**src/rtl/pong_match_ctrl.sv**
```systemverilog
// Pong match sequencer: frame tick, idle/serve/play/over control, BCD score and lives.
// Define PONG_SPEEDUP_EN to drop the ball-step period to one frame once the score reaches 10.
module pong_match_ctrl #(
   parameter int unsigned FRAME_H      = 800,
   parameter int unsigned FRAME_V      = 480,
   parameter int unsigned SERVE_FRAMES = 60,
   parameter int unsigned STEP_FRAMES  = 2,
   parameter int unsigned LIVES        = 3
) (
   input  logic        VGA_CLOCK,
   input  logic        RESET,
   input  logic [10:0] PIXEL_H,
   input  logic [10:0] PIXEL_V,
   input  logic        START,
   input  logic        PADDLE_HIT,
   input  logic        BALL_MISSED,
   output logic        FRAME_TICK,
   output logic        SERVE,
   output logic        BALL_STEP,
   output logic        BALL_RUN,
   output logic        GAME_OVER,
   output logic [7:0]  SCORE,
   output logic [1:0]  LIVES_LEFT,
   output logic [1:0]  STATE
);

   typedef enum logic [1:0] {
      StIdle      = 2'd0,
      StServeWait = 2'd1,
      StPlay      = 2'd2,
      StOver      = 2'd3
   } state_e;

   localparam logic [10:0] FrameH     = 11'(FRAME_H);
   localparam logic [10:0] FrameV     = 11'(FRAME_V);
   localparam logic [7:0]  ServeLast  = 8'(SERVE_FRAMES - 1);
   localparam logic [3:0]  StepLast   = 4'(STEP_FRAMES - 1);
   localparam logic [1:0]  LivesInit  = 2'(LIVES);

   state_e      state_q, state_d;
   logic        tick_q, frame_tick_q;
   logic        start_q, start_prev_q;
   logic [7:0]  serve_cnt_q, serve_cnt_d;
   logic [3:0]  step_cnt_q, step_cnt_d;
   logic [7:0]  score_q, score_d;
   logic [1:0]  lives_q, lives_d;
   logic        serve_q, serve_d;
   logic        step_q, step_d;
   logic        run_q, run_d;
   logic        over_q, over_d;
   logic        start_edge;
   logic [3:0]  step_last;

`ifdef PONG_SPEEDUP_EN
   logic        fast_q, fast_d;

   // Period is only re-evaluated when the step counter restarts.
   assign step_last = fast_q ? 4'd0 : StepLast;
`else
   assign step_last = StepLast;
`endif

   assign start_edge = start_q & ~start_prev_q;

   always_comb begin
      state_d     = state_q;
      serve_cnt_d = serve_cnt_q;
      step_cnt_d  = step_cnt_q;
      score_d     = score_q;
      lives_d     = lives_q;
      serve_d     = 1'b0;
      step_d      = 1'b0;
`ifdef PONG_SPEEDUP_EN
      fast_d      = fast_q;
`endif
      unique case (state_q)
         StIdle, StOver: begin
            if (start_edge) begin
               score_d     = 8'h00;
               lives_d     = LivesInit;
               serve_cnt_d = 8'd0;
               state_d     = StServeWait;
            end
         end
         StServeWait: begin
            if (frame_tick_q) begin
               serve_cnt_d = serve_cnt_q + 8'd1;
               if (serve_cnt_q == ServeLast) begin
                  state_d    = StPlay;
                  serve_d    = 1'b1;
                  step_cnt_d = 4'd0;
`ifdef PONG_SPEEDUP_EN
                  fast_d     = (score_q[7:4] != 4'd0);
`endif
               end
            end
         end
         StPlay: begin
            // A miss wins over a simultaneous hit or step.
            if (BALL_MISSED) begin
               if (lives_q > 2'd1) begin
                  lives_d     = lives_q - 2'd1;
                  serve_cnt_d = 8'd0;
                  state_d     = StServeWait;
               end else begin
                  lives_d = 2'd0;
                  state_d = StOver;
               end
            end else begin
               if (PADDLE_HIT && score_q != 8'h99) begin
                  if (score_q[3:0] == 4'd9) begin
                     score_d = {score_q[7:4] + 4'd1, 4'd0};
                  end else begin
                     score_d = {score_q[7:4], score_q[3:0] + 4'd1};
                  end
               end
               if (frame_tick_q) begin
                  if (step_cnt_q == step_last) begin
                     step_d     = 1'b1;
                     step_cnt_d = 4'd0;
`ifdef PONG_SPEEDUP_EN
                     fast_d     = (score_q[7:4] != 4'd0);
`endif
                  end else begin
                     step_cnt_d = step_cnt_q + 4'd1;
                  end
               end
            end
         end
      endcase
      run_d  = (state_d == StPlay);
      over_d = (state_d == StOver);
   end

   always_ff @(posedge VGA_CLOCK or posedge RESET) begin
      if (RESET) begin
         state_q      <= StIdle;
         tick_q       <= 1'b0;
         frame_tick_q <= 1'b0;
         start_q      <= 1'b0;
         start_prev_q <= 1'b0;
         serve_cnt_q  <= 8'd0;
         step_cnt_q   <= 4'd0;
         score_q      <= 8'h00;
         lives_q      <= LivesInit;
         serve_q      <= 1'b0;
         step_q       <= 1'b0;
         run_q        <= 1'b0;
         over_q       <= 1'b0;
      end else begin
         state_q      <= state_d;
         tick_q       <= (PIXEL_H == FrameH) && (PIXEL_V == FrameV);
         frame_tick_q <= tick_q;
         start_q      <= START;
         start_prev_q <= start_q;
         serve_cnt_q  <= serve_cnt_d;
         step_cnt_q   <= step_cnt_d;
         score_q      <= score_d;
         lives_q      <= lives_d;
         serve_q      <= serve_d;
         step_q       <= step_d;
         run_q        <= run_d;
         over_q       <= over_d;
      end
   end

`ifdef PONG_SPEEDUP_EN
   always_ff @(posedge VGA_CLOCK or posedge RESET) begin
      if (RESET) begin
         fast_q <= 1'b0;
      end else begin
         fast_q <= fast_d;
      end
   end
`endif

   assign FRAME_TICK = frame_tick_q;
   assign SERVE      = serve_q;
   assign BALL_STEP  = step_q;
   assign BALL_RUN   = run_q;
   assign GAME_OVER  = over_q;
   assign SCORE      = score_q;
   assign LIVES_LEFT = lives_q;
   assign STATE      = state_q;

endmodule

```
**config.mk**
```make
export PLATFORM = sky130hd
export DESIGN_NAME = pong_match_ctrl
export DESIGN_NICKNAME = d
export VERILOG_FILES = /design/src/rtl/pong_match_ctrl.sv
export SDC_FILE = /design/constraint.sdc
export NUM_CORES = 1
export LEC_CHECK = 0
export CORE_UTILIZATION = 49
export DETAILED_ROUTE_END_ITERATION = 7
export GPL_TIMING_DRIVEN = 0
export PLACE_DENSITY = 0.87
export SLEW_MARGIN = 5
export SYNTH_ARGS = -nofsm -noshare
export SYNTH_HDL_FRONTEND = slang
export SYNTH_SLANG_ARGS = --single-unit
```
**constraint.sdc**
```tcl
create_clock -name VGA_CLOCK -period 2.5 [get_ports VGA_CLOCK]
set_input_delay 0.375 -clock VGA_CLOCK [delete_from_list [all_inputs] [get_ports VGA_CLOCK]]
set_output_delay 0.375 -clock VGA_CLOCK [all_outputs]
set_load 0.005 [all_outputs]
```
==> results.py <==
metrics = {
    "clock_tree": {
        "cts_made_buffers": 5,
        "htree_num_levels": 2,
        "clk_path_buf_depth": 2,
        "cts_setup_buffers": 0,
        "clk_pin_slew_ns": 0.07,
        "insertion_delay_ns": 0.29,
        "cts_root_buf": "clkbuf_8",
        "holdBufCountCts": 0,
        "clock-sinks": 32,
        "cts_resized": 0,
        "cts_tree": "done",
    },
    "layout": {
        "insertedDiodeCount": 0,
        "area.growth.synth_to_final_pct": 31.0,
        "final_util_pct": 69.3,
        "num-nets-final": 269,
        "fillers": 272,
        "drive_above_1_share_pct": 10.3,
        "finalInstanceArea_sq_um": 2400,
    },
    "power_and_ir_drop": {
        "share_seq_of_total_power_pct": 53.0,
        "leakagePower_nw": 1.01,
        "ir_drop_v": 0.000230,
        "p_sw_mw": 0.201,
        "pwr-share-comb_pct": 6.1,
        "p_sw_share_pct": 20.4,
        "p_clk_share_pct": 40.9,
        "internal_power_mw": 0.784,
        "p_per_area_nw_per_um2": 410,
        "p_total_mw": 0.985,
    },
    "place": {
        "port-buffer-count": 42,
        "finalWeightedCongestion": 0.839,
        "place_hpwl_um": 2610,
        "postPlaceCellArea_sq_um": 2310,
        "pre_cts_slack_ns": 0.405,
    },
    "sta": {
        "rsz0062_at_grt": "false",
        "worst_pin_slew_ns": 1.08,
        "slew_violations": 0,
        "setup_tns_ns": 0,
        "max_freq_ghz": 0.472,
        "fin_crit_sh_pct": 84.7,
        "slew-limit-headroom_pct": 27.7,
        "skew_ns": 0.00887,
        "layout_setup_ws_ns": 0.382,
        "hold_viol": 0,
        "setup_viol": 0,
        "fin_crit_ns": 2.12,
    },
    "routing": {
        "wirelength_um": 3500,
        "antenna_left": 0,
        "first_iter_violations": 64,
        "drtPass1Iterations": 4,
        "num_vias": 1564,
        "vias_per_cell": 5.61,
        "drc": 0,
        "post_drt_wl_per_cell_um": 12.5,
    },
    "hold_path": {
        "holdCritStartpoint": "tick_q",
        "min_path_type": "register to register",
    },
    "synth": {
        "synth-edff-count": 0,
        "ys_ff_latch": 32,
        "yosysTopAreaCell": "dfrtp_1",
        "yosysUniqueCellTypes": 51,
        "synth.area.top_cells": "dfrtp_1 (41%), ha_1 (6.8%), nand2_1 (3.5%)",
        "syn_avg_cell_area_sq_um": 10.0,
        "synthArstFlopShare_pct": 100,
        "yosysSeqAreaShare_pct": 43.8,
        "synth_ff_type": "dfrtp_1",
        "synthCells": 183,
        "syn_area_sq_um": 1830,
        "ys_warn_count": 0,
        "yosys.area.top_type_share_pct": 40.9,
        "synth_nets": 220,
    },
    "global_routing": {
        "grt_first_pass_wirelength_um": 6180,
        "grt_pass1_vias": 1413,
        "grt_usage_pct": 20.0,
        "grt_max_degree": 33,
        "grt_overflow_total": 0,
        "antenna_found_initial": 0,
    },
    "worst_setup_path": {
        "required_ns": 2.71,
        "critical_path_class": "register to register",
        "cp.arrival_ns": 2.33,
        "start_kind": "register",
        "endpoint_kind": "register",
        "crit_start": "STATE[0]",
        "reg2reg_from": "STATE[0]",
        "crit_path_max_fanout": 10,
    },
    "floorplan": {
        "io_pins": 44,
        "start_util_pct": 52.9,
        "core.rowCount": 21,
        "chipWidth_um": 63.2,
        "fp.dieH_um": 63.2,
        "core_sq_um": 3470,
        "die_area_sq_um": 3990,
    },
    "outcome": {
        "status": "complete, no violations",
    },
    "run": {
        "maxCapViolations": 0,
    },
}
stage by stage:
stage	cells	hold WS, ns
6_report	279	0.348
5_1_grt	279	0.360
4_1_cts	279	0.349
3_5_place_dp	271	0.336
3_3_place_gp	271	0.334
2_1_floorplan	183	0.331
path summary, 6_finish.rpt:
check | slack, ns | end | cells after the start
setup reg to reg | 0.38 | step_cnt_q[3] | 6
min in group asynchronous | 0.53 | STATE[1] | 2
setup / recovery | 0.38 | step_cnt_q[3] | 6
hold reg to reg | 0.35 | FRAME_TICK | 0
max in group asynchronous | 1.48 | step_cnt_q[1] | 2
hold / removal | 0.35 | FRAME_TICK | 0
cell type report:
class | count | area (sq um) | share of cell area, %
plain buffers | 6 | 32.5 | 1.35
clock buffers | 8 | 90.1 | 3.75
inverters | 10 | 37.5 | 1.56
multi-input cells | 135 | 961 | 40.0
flip-flops and latches | 32 | 803 | 33.4
well taps | 46 | 57.6 | 2.40
repair buffers | 42 | 420 | 17.5
power by group through the flow:
stage	Clock [mW]	Combinational (mW)	Sequential, mW
floorplan	0	0.0183	0.530
global placement	0	0.0603	0.531
detailed placement	0	0.0609	0.531
CTS	0.411	0.0611	0.522
global route	0.440	0.0664	0.522
finish	0.403	0.0600	0.522
sequential cells by signal, indices dropped and copies added, names as in the netlist, 2 cells and up:
name	cells
SCORE	8
serve_cnt_q	8
step_cnt_q	4
LIVES_LEFT	2
STATE	2
cell families (layout without fill, tap and decap cells):
kind of cell	count (synthesis)	in the layout	share of synthesized area, %
AOI/OAI and AO/OA	42	42	17.1
muxes	6	6	3.55
and+or+nand+nor	77	77	24.9
adders and majority gates	10	10	6.82
DFF	32	32	43.8
buffers and inverters	16	66	3.82
metal layers:
layer  up-vias  global-route usage [%]  share of wire [%]
li1        780                       -                  -
met1       736                    26.1                 47
met2        43                    30.9                 46
met3         5                    5.07                4.3
met4         0                    9.66                2.1
met5         -                       0                  0
cell usage after synthesis, types with 4 or more instances:
library cell and number:
a21oi_1 7, dfrtp_1 30, ha_1 10, inv_1 9
nand2_1 17, nand2b_1 6, nand3_1 8, nand3b_1 4
nand4_1 4, nor2_1 8, nor2b_1 5, o21ai_0 5
o31ai_1 5
critical path: stages (launching register included):
cell	delay (ns)
dfrtp_1	0.42
inv_1	0.10
ha_1	0.16
clkbuf_1	0.32
clkbuf_1	0.41
or3b_2	0.48
o211ai_1	0.16
cells in the final DEF (no fill, tap or decap), drive strengths merged, types with 3 or more instances in the layout:
cell and count:
nor4 3, dfrtp 30, nor2b 5, mux2 4
clkbuf 10, nand2b 7, inv 9, nor4b 3
nand3 8, ha 10, o31ai 5, a21oi 7
buf 4, nand2 17, o21ai 7, nor2 8
or4 3, a211oi 3, nand4 4, clkdlybuf4s50 42
nand3b 4
Note: power is estimated with default switching activity, not from simulation.
